==> src/rtl/plic_axi_pkg.sv <==
// Shared definitions for the PLIC AXI4-Lite initiator: FSM states, AXI
// response codes, default bus widths and the PLIC register map.
package plic_axi_pkg;

  localparam int unsigned DEF_ADDR_W = 28;
  localparam int unsigned DEF_DATA_W = 64;

  localparam logic [1:0] AXI_RESP_OKAY   = 2'b00;
  localparam logic [1:0] AXI_RESP_EXOKAY = 2'b01;
  localparam logic [1:0] AXI_RESP_SLVERR = 2'b10;
  localparam logic [1:0] AXI_RESP_DECERR = 2'b11;

  localparam logic [27:0] PRIO_BASE   = 28'h000_0000;
  localparam logic [27:0] ENABLE_BASE = 28'h000_2000;
  localparam logic [27:0] CTX_BASE    = 28'h020_0000;
  localparam logic [27:0] CTX_STRIDE  = 28'h000_1000;

  typedef enum logic [2:0] {
    ST_IDLE,  // waiting for a command
    ST_WR,    // AW and/or W in flight
    ST_WB,    // waiting for B
    ST_RA,    // AR in flight
    ST_RD,    // waiting for R
    ST_RSP    // presenting the response
  } state_t;

  // Any response other than OKAY is reported as an error to the hart side.
  function automatic logic resp_is_err(input logic [1:0] resp);
    return resp != AXI_RESP_OKAY;
  endfunction

endpackage

==> src/rtl/plic_axi_lite_master_if.sv <==
// AXI4-Lite channel bundle between the initiator and the PLIC wrapper slave.
interface plic_axi_lite_master_if #(
  parameter int unsigned ADDR_W = plic_axi_pkg::DEF_ADDR_W,
  parameter int unsigned DATA_W = plic_axi_pkg::DEF_DATA_W
);
  localparam int unsigned STRB_W = DATA_W / 8;

  logic [ADDR_W-1:0] awaddr;
  logic [2:0]        awprot;
  logic              awvalid;
  logic              awready;
  logic [DATA_W-1:0] wdata;
  logic [STRB_W-1:0] wstrb;
  logic              wvalid;
  logic              wready;
  logic [1:0]        bresp;
  logic              bvalid;
  logic              bready;
  logic [ADDR_W-1:0] araddr;
  logic [2:0]        arprot;
  logic              arvalid;
  logic              arready;
  logic [DATA_W-1:0] rdata;
  logic [1:0]        rresp;
  logic              rvalid;
  logic              rready;

  modport master (
    output awaddr, awprot, awvalid, input awready,
    output wdata, wstrb, wvalid, input wready,
    input bresp, bvalid, output bready,
    output araddr, arprot, arvalid, input arready,
    input rdata, rresp, rvalid, output rready
  );

  modport slave (
    input awaddr, awprot, awvalid, output awready,
    input wdata, wstrb, wvalid, output wready,
    output bresp, bvalid, input bready,
    input araddr, arprot, arvalid, output arready,
    output rdata, rresp, rvalid, input rready
  );

endinterface

==> src/rtl/plic_axi_lite_master.sv <==
// AXI4-Lite initiator for the PLIC: converts one valid/ready command into
// exactly one AXI-Lite read or write and returns a single response.
// Only one transaction is ever outstanding.
module plic_axi_lite_master
  import plic_axi_pkg::*;
#(
  parameter int unsigned ADDR_W = DEF_ADDR_W,
  parameter int unsigned DATA_W = DEF_DATA_W
) (
  input  logic                  M_AXI_ACLK,
  input  logic                  M_AXI_ARESET,
  input  logic                  cmd_valid,
  output logic                  cmd_ready,
  input  logic                  cmd_write,
  input  logic [ADDR_W-1:0]     cmd_addr,
  input  logic [DATA_W-1:0]     cmd_wdata,
  input  logic [DATA_W/8-1:0]   cmd_wstrb,
  output logic                  rsp_valid,
  input  logic                  rsp_ready,
  output logic [DATA_W-1:0]     rsp_rdata,
  output logic                  rsp_err,
  plic_axi_lite_master_if.master m_axi
);

  localparam int unsigned STRB_W = DATA_W / 8;

  state_t            state;
  state_t            state_nxt;
  logic [ADDR_W-1:0] addr_q;
  logic [DATA_W-1:0] wdata_q;
  logic [STRB_W-1:0] wstrb_q;
  logic              aw_done;
  logic              w_done;
  logic [DATA_W-1:0] rdata_q;
  logic              err_q;

  logic cmd_hs;
  logic misaligned;
  logic aw_hs;
  logic w_hs;

  assign cmd_hs     = cmd_valid && (state == ST_IDLE);
  assign misaligned = cmd_addr[1:0] != 2'b00;
  assign aw_hs      = m_axi.awvalid && m_axi.awready;
  assign w_hs       = m_axi.wvalid && m_axi.wready;

  // State register.
  always_ff @(posedge M_AXI_ACLK or posedge M_AXI_ARESET) begin
    if (M_AXI_ARESET) state <= ST_IDLE;
    else              state <= state_nxt;
  end

  // Next-state: AW and W complete independently; WB is entered once both are done.
  always_comb begin
    state_nxt = state;
    unique case (state)
      ST_IDLE: if (cmd_hs) state_nxt = misaligned ? ST_RSP : (cmd_write ? ST_WR : ST_RA);
      ST_WR:   if ((aw_done || aw_hs) && (w_done || w_hs)) state_nxt = ST_WB;
      ST_WB:   if (m_axi.bvalid) state_nxt = ST_RSP;
      ST_RA:   if (m_axi.arready) state_nxt = ST_RD;
      ST_RD:   if (m_axi.rvalid) state_nxt = ST_RSP;
      ST_RSP:  if (rsp_ready) state_nxt = ST_IDLE;
      default: state_nxt = ST_IDLE;
    endcase
  end

  // Outputs decoded from registered state and flags, so no VALID depends on a READY.
  always_comb begin
    cmd_ready      = state == ST_IDLE;
    rsp_valid      = state == ST_RSP;
    rsp_rdata      = rdata_q;
    rsp_err        = err_q;
    m_axi.awaddr   = addr_q;
    m_axi.awprot   = '0;
    m_axi.awvalid  = (state == ST_WR) && !aw_done;
    m_axi.wdata    = wdata_q;
    m_axi.wstrb    = wstrb_q;
    m_axi.wvalid   = (state == ST_WR) && !w_done;
    m_axi.bready   = state == ST_WB;
    m_axi.araddr   = addr_q;
    m_axi.arprot   = '0;
    m_axi.arvalid  = state == ST_RA;
    m_axi.rready   = state == ST_RD;
  end

  // Command holding registers, captured on acceptance and stable for the whole transaction.
  always_ff @(posedge M_AXI_ACLK or posedge M_AXI_ARESET) begin
    if (M_AXI_ARESET) begin
      addr_q  <= '0;
      wdata_q <= '0;
      wstrb_q <= '0;
    end else if (cmd_hs) begin
      addr_q  <= cmd_addr;
      wdata_q <= cmd_wdata;
      wstrb_q <= cmd_wstrb;
    end
  end

  // Per-channel completion flags for the write address and write data beats.
  always_ff @(posedge M_AXI_ACLK or posedge M_AXI_ARESET) begin
    if (M_AXI_ARESET) begin
      aw_done <= 1'b0;
      w_done  <= 1'b0;
    end else if (cmd_hs) begin
      aw_done <= 1'b0;
      w_done  <= 1'b0;
    end else if (state == ST_WR) begin
      if (aw_hs) aw_done <= 1'b1;
      if (w_hs)  w_done  <= 1'b1;
    end
  end

  // Response holding registers; B/R arriving outside WB/RD never reach here.
  always_ff @(posedge M_AXI_ACLK or posedge M_AXI_ARESET) begin
    if (M_AXI_ARESET) begin
      rdata_q <= '0;
      err_q   <= 1'b0;
    end else begin
      unique case (state)
        ST_IDLE: if (cmd_hs && misaligned) begin
          rdata_q <= '0;
          err_q   <= 1'b1;
        end
        ST_WB: if (m_axi.bvalid) begin
          rdata_q <= '0;
          err_q   <= resp_is_err(m_axi.bresp);
        end
        ST_RD: if (m_axi.rvalid) begin
          rdata_q <= m_axi.rdata;
          err_q   <= resp_is_err(m_axi.rresp);
        end
        ST_RSP: if (rsp_ready) begin
          rdata_q <= '0;
          err_q   <= 1'b0;
        end
        default: ;
      endcase
    end
  end

endmodule

==> src/flat_wrapper.sv <==
// flat-port wrapper written by rule: the top's interface ports become plain ports
module plic_axi_lite_master_flat import plic_axi_pkg::*;
#(
  parameter int unsigned ADDR_W = DEF_ADDR_W,
  parameter int unsigned DATA_W = DEF_DATA_W
)
  (M_AXI_ACLK, M_AXI_ARESET, cmd_valid, cmd_ready, cmd_write, cmd_addr, cmd_wdata, cmd_wstrb, rsp_valid, rsp_ready, rsp_rdata, rsp_err, m_axi_awaddr, m_axi_awprot, m_axi_awvalid, m_axi_awready, m_axi_wdata, m_axi_wstrb, m_axi_wvalid, m_axi_wready, m_axi_bresp, m_axi_bvalid, m_axi_bready, m_axi_araddr, m_axi_arprot, m_axi_arvalid, m_axi_arready, m_axi_rdata, m_axi_rresp, m_axi_rvalid, m_axi_rready);
  plic_axi_lite_master_if #(.ADDR_W(ADDR_W), .DATA_W(DATA_W)) m_axi_i ();
  input  logic M_AXI_ACLK;
  input  logic M_AXI_ARESET;
  input  logic cmd_valid;
  output logic cmd_ready;
  input  logic cmd_write;
  input  logic [ADDR_W-1:0] cmd_addr;
  input  logic [DATA_W-1:0] cmd_wdata;
  input  logic [DATA_W/8-1:0] cmd_wstrb;
  output logic rsp_valid;
  input  logic rsp_ready;
  output logic [DATA_W-1:0] rsp_rdata;
  output logic rsp_err;
  output wire logic [$bits(m_axi_i.awaddr)-1:0] m_axi_awaddr;
  output wire logic [$bits(m_axi_i.awprot)-1:0] m_axi_awprot;
  output wire logic [$bits(m_axi_i.awvalid)-1:0] m_axi_awvalid;
  input wire logic [$bits(m_axi_i.awready)-1:0] m_axi_awready;
  output wire logic [$bits(m_axi_i.wdata)-1:0] m_axi_wdata;
  output wire logic [$bits(m_axi_i.wstrb)-1:0] m_axi_wstrb;
  output wire logic [$bits(m_axi_i.wvalid)-1:0] m_axi_wvalid;
  input wire logic [$bits(m_axi_i.wready)-1:0] m_axi_wready;
  input wire logic [$bits(m_axi_i.bresp)-1:0] m_axi_bresp;
  input wire logic [$bits(m_axi_i.bvalid)-1:0] m_axi_bvalid;
  output wire logic [$bits(m_axi_i.bready)-1:0] m_axi_bready;
  output wire logic [$bits(m_axi_i.araddr)-1:0] m_axi_araddr;
  output wire logic [$bits(m_axi_i.arprot)-1:0] m_axi_arprot;
  output wire logic [$bits(m_axi_i.arvalid)-1:0] m_axi_arvalid;
  input wire logic [$bits(m_axi_i.arready)-1:0] m_axi_arready;
  input wire logic [$bits(m_axi_i.rdata)-1:0] m_axi_rdata;
  input wire logic [$bits(m_axi_i.rresp)-1:0] m_axi_rresp;
  input wire logic [$bits(m_axi_i.rvalid)-1:0] m_axi_rvalid;
  output wire logic [$bits(m_axi_i.rready)-1:0] m_axi_rready;
  assign m_axi_awaddr = m_axi_i.awaddr;
  assign m_axi_awprot = m_axi_i.awprot;
  assign m_axi_awvalid = m_axi_i.awvalid;
  assign m_axi_i.awready = m_axi_awready;
  assign m_axi_wdata = m_axi_i.wdata;
  assign m_axi_wstrb = m_axi_i.wstrb;
  assign m_axi_wvalid = m_axi_i.wvalid;
  assign m_axi_i.wready = m_axi_wready;
  assign m_axi_i.bresp = m_axi_bresp;
  assign m_axi_i.bvalid = m_axi_bvalid;
  assign m_axi_bready = m_axi_i.bready;
  assign m_axi_araddr = m_axi_i.araddr;
  assign m_axi_arprot = m_axi_i.arprot;
  assign m_axi_arvalid = m_axi_i.arvalid;
  assign m_axi_i.arready = m_axi_arready;
  assign m_axi_i.rdata = m_axi_rdata;
  assign m_axi_i.rresp = m_axi_rresp;
  assign m_axi_i.rvalid = m_axi_rvalid;
  assign m_axi_rready = m_axi_i.rready;
  plic_axi_lite_master #(.ADDR_W(ADDR_W), .DATA_W(DATA_W)) u_core (.M_AXI_ACLK(M_AXI_ACLK), .M_AXI_ARESET(M_AXI_ARESET), .cmd_valid(cmd_valid), .cmd_ready(cmd_ready), .cmd_write(cmd_write), .cmd_addr(cmd_addr), .cmd_wdata(cmd_wdata), .cmd_wstrb(cmd_wstrb), .rsp_valid(rsp_valid), .rsp_ready(rsp_ready), .rsp_rdata(rsp_rdata), .rsp_err(rsp_err), .m_axi(m_axi_i));
endmodule
==> config.mk <==
export PLATFORM = sky130hd
export DESIGN_NAME = plic_axi_lite_master_flat
export DESIGN_NICKNAME = d
export VERILOG_FILES = /design/src/rtl/plic_axi_pkg.sv /design/src/rtl/plic_axi_lite_master_if.sv /design/src/rtl/plic_axi_lite_master.sv /design/src/flat_wrapper.sv
export SDC_FILE = /design/constraint.sdc
export NUM_CORES = 1
export LEC_CHECK = 0
export ABC_AREA = 0
export CAP_MARGIN = 15
export CORE_AREA = 2 2 151 153
export CTS_CLUSTER_SIZE = 10
export DETAILED_ROUTE_END_ITERATION = 7
export DIE_AREA = 0 0 153 155
export PLACE_DENSITY_LB_ADDON = 0.3
export SLEW_MARGIN = 25
export SYNTH_ARGS = -nofsm -noshare
export SYNTH_HDL_FRONTEND = slang
export SYNTH_SLANG_ARGS = --single-unit
==> constraint.sdc <==
create_clock -name M_AXI_ACLK -period 9.5 [get_ports M_AXI_ACLK]
set_clock_uncertainty 0.1 [all_clocks]
set_input_delay 2.85 -clock M_AXI_ACLK [delete_from_list [all_inputs] [get_ports M_AXI_ACLK]]
set_output_delay 2.85 -clock M_AXI_ACLK [all_outputs]
set_load 0.005 [all_outputs]
==> results by group <==
Outcome
  • Outcome: completed

STA
  • RSZ-0062 raised after global routing: no
  • Setup TNS: 0 ps
  • Relative slew slack: 35.9%
  • Finish-stage setup viols: 0
  • Final min period: 5530 ps
  • Fin. max-slew vios: 0
  • Endpoints failing hold: 0
  • Hold WS: 406 ps
  • Worst-Margin Slew: 961 ps
  • Fmax: 181 MHz
  • Fin crit share: 58.2%

Global route
  • Largest net degree at the start of global routing: 102
  • Total gr overflow: 0
  • GR peak layer: met2
  • Vias in the first global route: 5734
  • GR Layer Usage met3: 5.04%
  • Total global-route track usage: 16.3%
  • Global Route met2 Usage: 28.2%
  • First-pass GRT wire length: 31000 um
  • GRT met1 Usage: 19.2%
  • Initial antenna violation count: 0

Placed design
  • Gpl congestion: 0.792
  • Post-DP HPWL: 14100 um
  • Placed Area: 11000 um^2
  • PortBufs: 377

Critical path
  • Worst R2R Path Depth: 4
  • WP data arrival: 2580 ps
  • Critical-path top delay cell: dfrtp_1
  • Critical Path RT: 6550 ps
  • Critical path endpoint category: output pin
  • Critical Path Max Stage Delay: 630 ps
  • Critical-path maximum fanout: 65
  • Worst Setup Start Kind: flop
  • WS Path Type: reg2out
  • Critical-path cell list: nand2b_1 > nor2_4 > buf_4 > clkdlybuf4s50_1

Hold path
  • Hold path cells: 1
  • HP Class: reg2reg

Layout
  • Commonest cells after routing, fill and taps aside: clkdlybuf4s50_1 (377), dfrtp_1 (170), mux2_2 (100)
  • Synth-to-Final Area Change: 59.5%
  • N_diodes: 0
  • Sequential cell area: 4250 um^2
  • Fill cells: 2005
  • Nets: 1098
  • Final Cell Area: 11600 um^2
  • Commonest non-fill, non-tap cell in the layout: clkdlybuf4s50_1
  • Ratio of cells with drive above 1 in the final layout: 15.3%
  • Multi-input gate area: 2330 um^2

Power
  • P_leak: 4.99 nW
  • VDD IR-drop max: 0.164 mV
  • PD cells: 334 nW/um^2

Route
  • Antenna viol nets, final: 0
  • TritonRoute pass-1 iters: 4
  • Routed via count: 5366
  • Routed WL: 19400 um
  • DR WL/cell: 15.9 um
  • DRC: 0
  • Drt initial violations: 222
  • Drt via density: 4.41

Floorplan
  • DIE WIDTH: 153 um
  • # IOs: 384
  • Die Y: 155 um
  • Die ar.: 23700 um^2
  • Starting Density: 32.8%
  • Core Region: 22200 um^2
  • Cell row count: 55

Synth
  • Yosys reg bits: 170
  • YS warnings: 0
  • Cell count after synthesis: 577
  • Number of library cell types mapped by synthesis: 32
  • Sequential-to-total area share from yosys stat: 58.4%
  • Mapped Area: 7290 um^2
  • Syn_area_per_cell: 12.6 um^2

Clock tree
  • PostCTS Resize Cnt: 0
  • CTS tree: done
  • Cts hold-fix bufs: 0
  • Clock Tree Root: clkbuf_16
  • CTS H-tree depth: 4
  • Post-CTS Repair Setup Buffers: 0
  • CTS sink cnt: 170
  • Clk pin slew, worst setup/hold paths: 70 ps
  • Worst-skew pair later-pin latency: 420 ps
  • Clk buf depth: 2
  • Cts bufs inserted: 17

Job
  • Total of max-cap violations: 0
cell families after synthesis:
kind of cell | share of synthesized area (%)
buf+inv | 10.2
compound gates | 1.60
flops | 58.4
mux | 24.5
simple gates | 5.24
other cells | 0.0515
where the power goes:
group	switching (mW)	leakage (nW)	internal [mW]
combinational	0.674	2.58	1.20
clock	0.327	0.292	0.382
sequential	0.217	2.12	1.08
total	1.22	4.99	2.66
per-stage QoR:
stage	std cells	util, %	setup slack (ps)	power, mW
floorplan	582	-	1950	2.27
global placement	1185	49.5	4090	3.17
detailed placement	1186	49.6	4120	3.22
CTS	1218	52.3	3940	3.95
global route	1218	52.3	3780	4.14
finish	1218	52.3	3970	3.88
flip-flops by register name, summed over array words and instances, names as in the netlist:
name and cells:
u_core.rsp_rdata 64, u_core.m_axi.wstrb 8, u_core.m_axi.araddr 28, u_core.w_done 1
u_core.rsp_err 1, u_core.aw_done 1, u_core.m_axi.wdata 64, u_core.state 3
cell usage after synthesis, drive strengths merged:
cell type  instances  area share (%)
nand3              2            0.14
a22oi              1            0.10
a21oi              2            0.14
a21boi             1            0.10
o211ai             2            0.27
a31oi              3            0.26
clkbuf             4            0.21
or4                1            0.10
nand2b             3            0.26
buf               59             6.5
inv               68             3.5
nand3b             1            0.10
conb               1           0.051
o22ai              1           0.086
nor3               1           0.069
nand2             68             3.5
or2                1           0.086
o2111ai            1            0.12
nor2              12            0.62
o41ai              2            0.24
mux2             100              15
o21ai              4            0.27
nor2b              1           0.086
and2               1           0.086
mux2i             66             9.1
dfrtp            170              58
or4b               1            0.19
worst paths after layout:
| path | start | endpoint | slack (ps) |
|---|---|---|---|
| worst max register to register | u_core.state[0] | u_core.m_axi.wdata[40] | 6560 |
| max in group asynchronous | M_AXI_ARESET | u_core.m_axi.araddr[18] | 4980 |
| worst min register to register | u_core.m_axi.wdata[60] | u_core.m_axi.wdata[60] | 410 |
| worst max-delay path | u_core.state[2] | m_axi_rready | 3970 |
| min in group asynchronous | M_AXI_ARESET | u_core.m_axi.wdata[38] | 2820 |
| worst min-delay path | u_core.m_axi.wdata[60] | u_core.m_axi.wdata[60] | 410 |
area by class of cell:
type	count	share of cell area, %
clock buffers	18	3.78
clock inverters	14	1.30
inverters	68	2.26
multi-input cells	281	20.0
flip-flops and latches	170	36.6
well taps	285	3.07
repair buffers	382	33.0
critical path: cells and delay by family (launching register included):
kind                   cells  cell delay (ps)
and+or+nand+nor            2              320
buffers and inverters      2             1190
DFF                        1              630
routing by layer:
metal	up-vias	part of all wire (%)
met1	2580	40
met4	0	2.8
met5	-	0
met2	233	51
met3	32	7.0
li1	2521	-
Note: power is estimated with default switching activity, not from simulation.
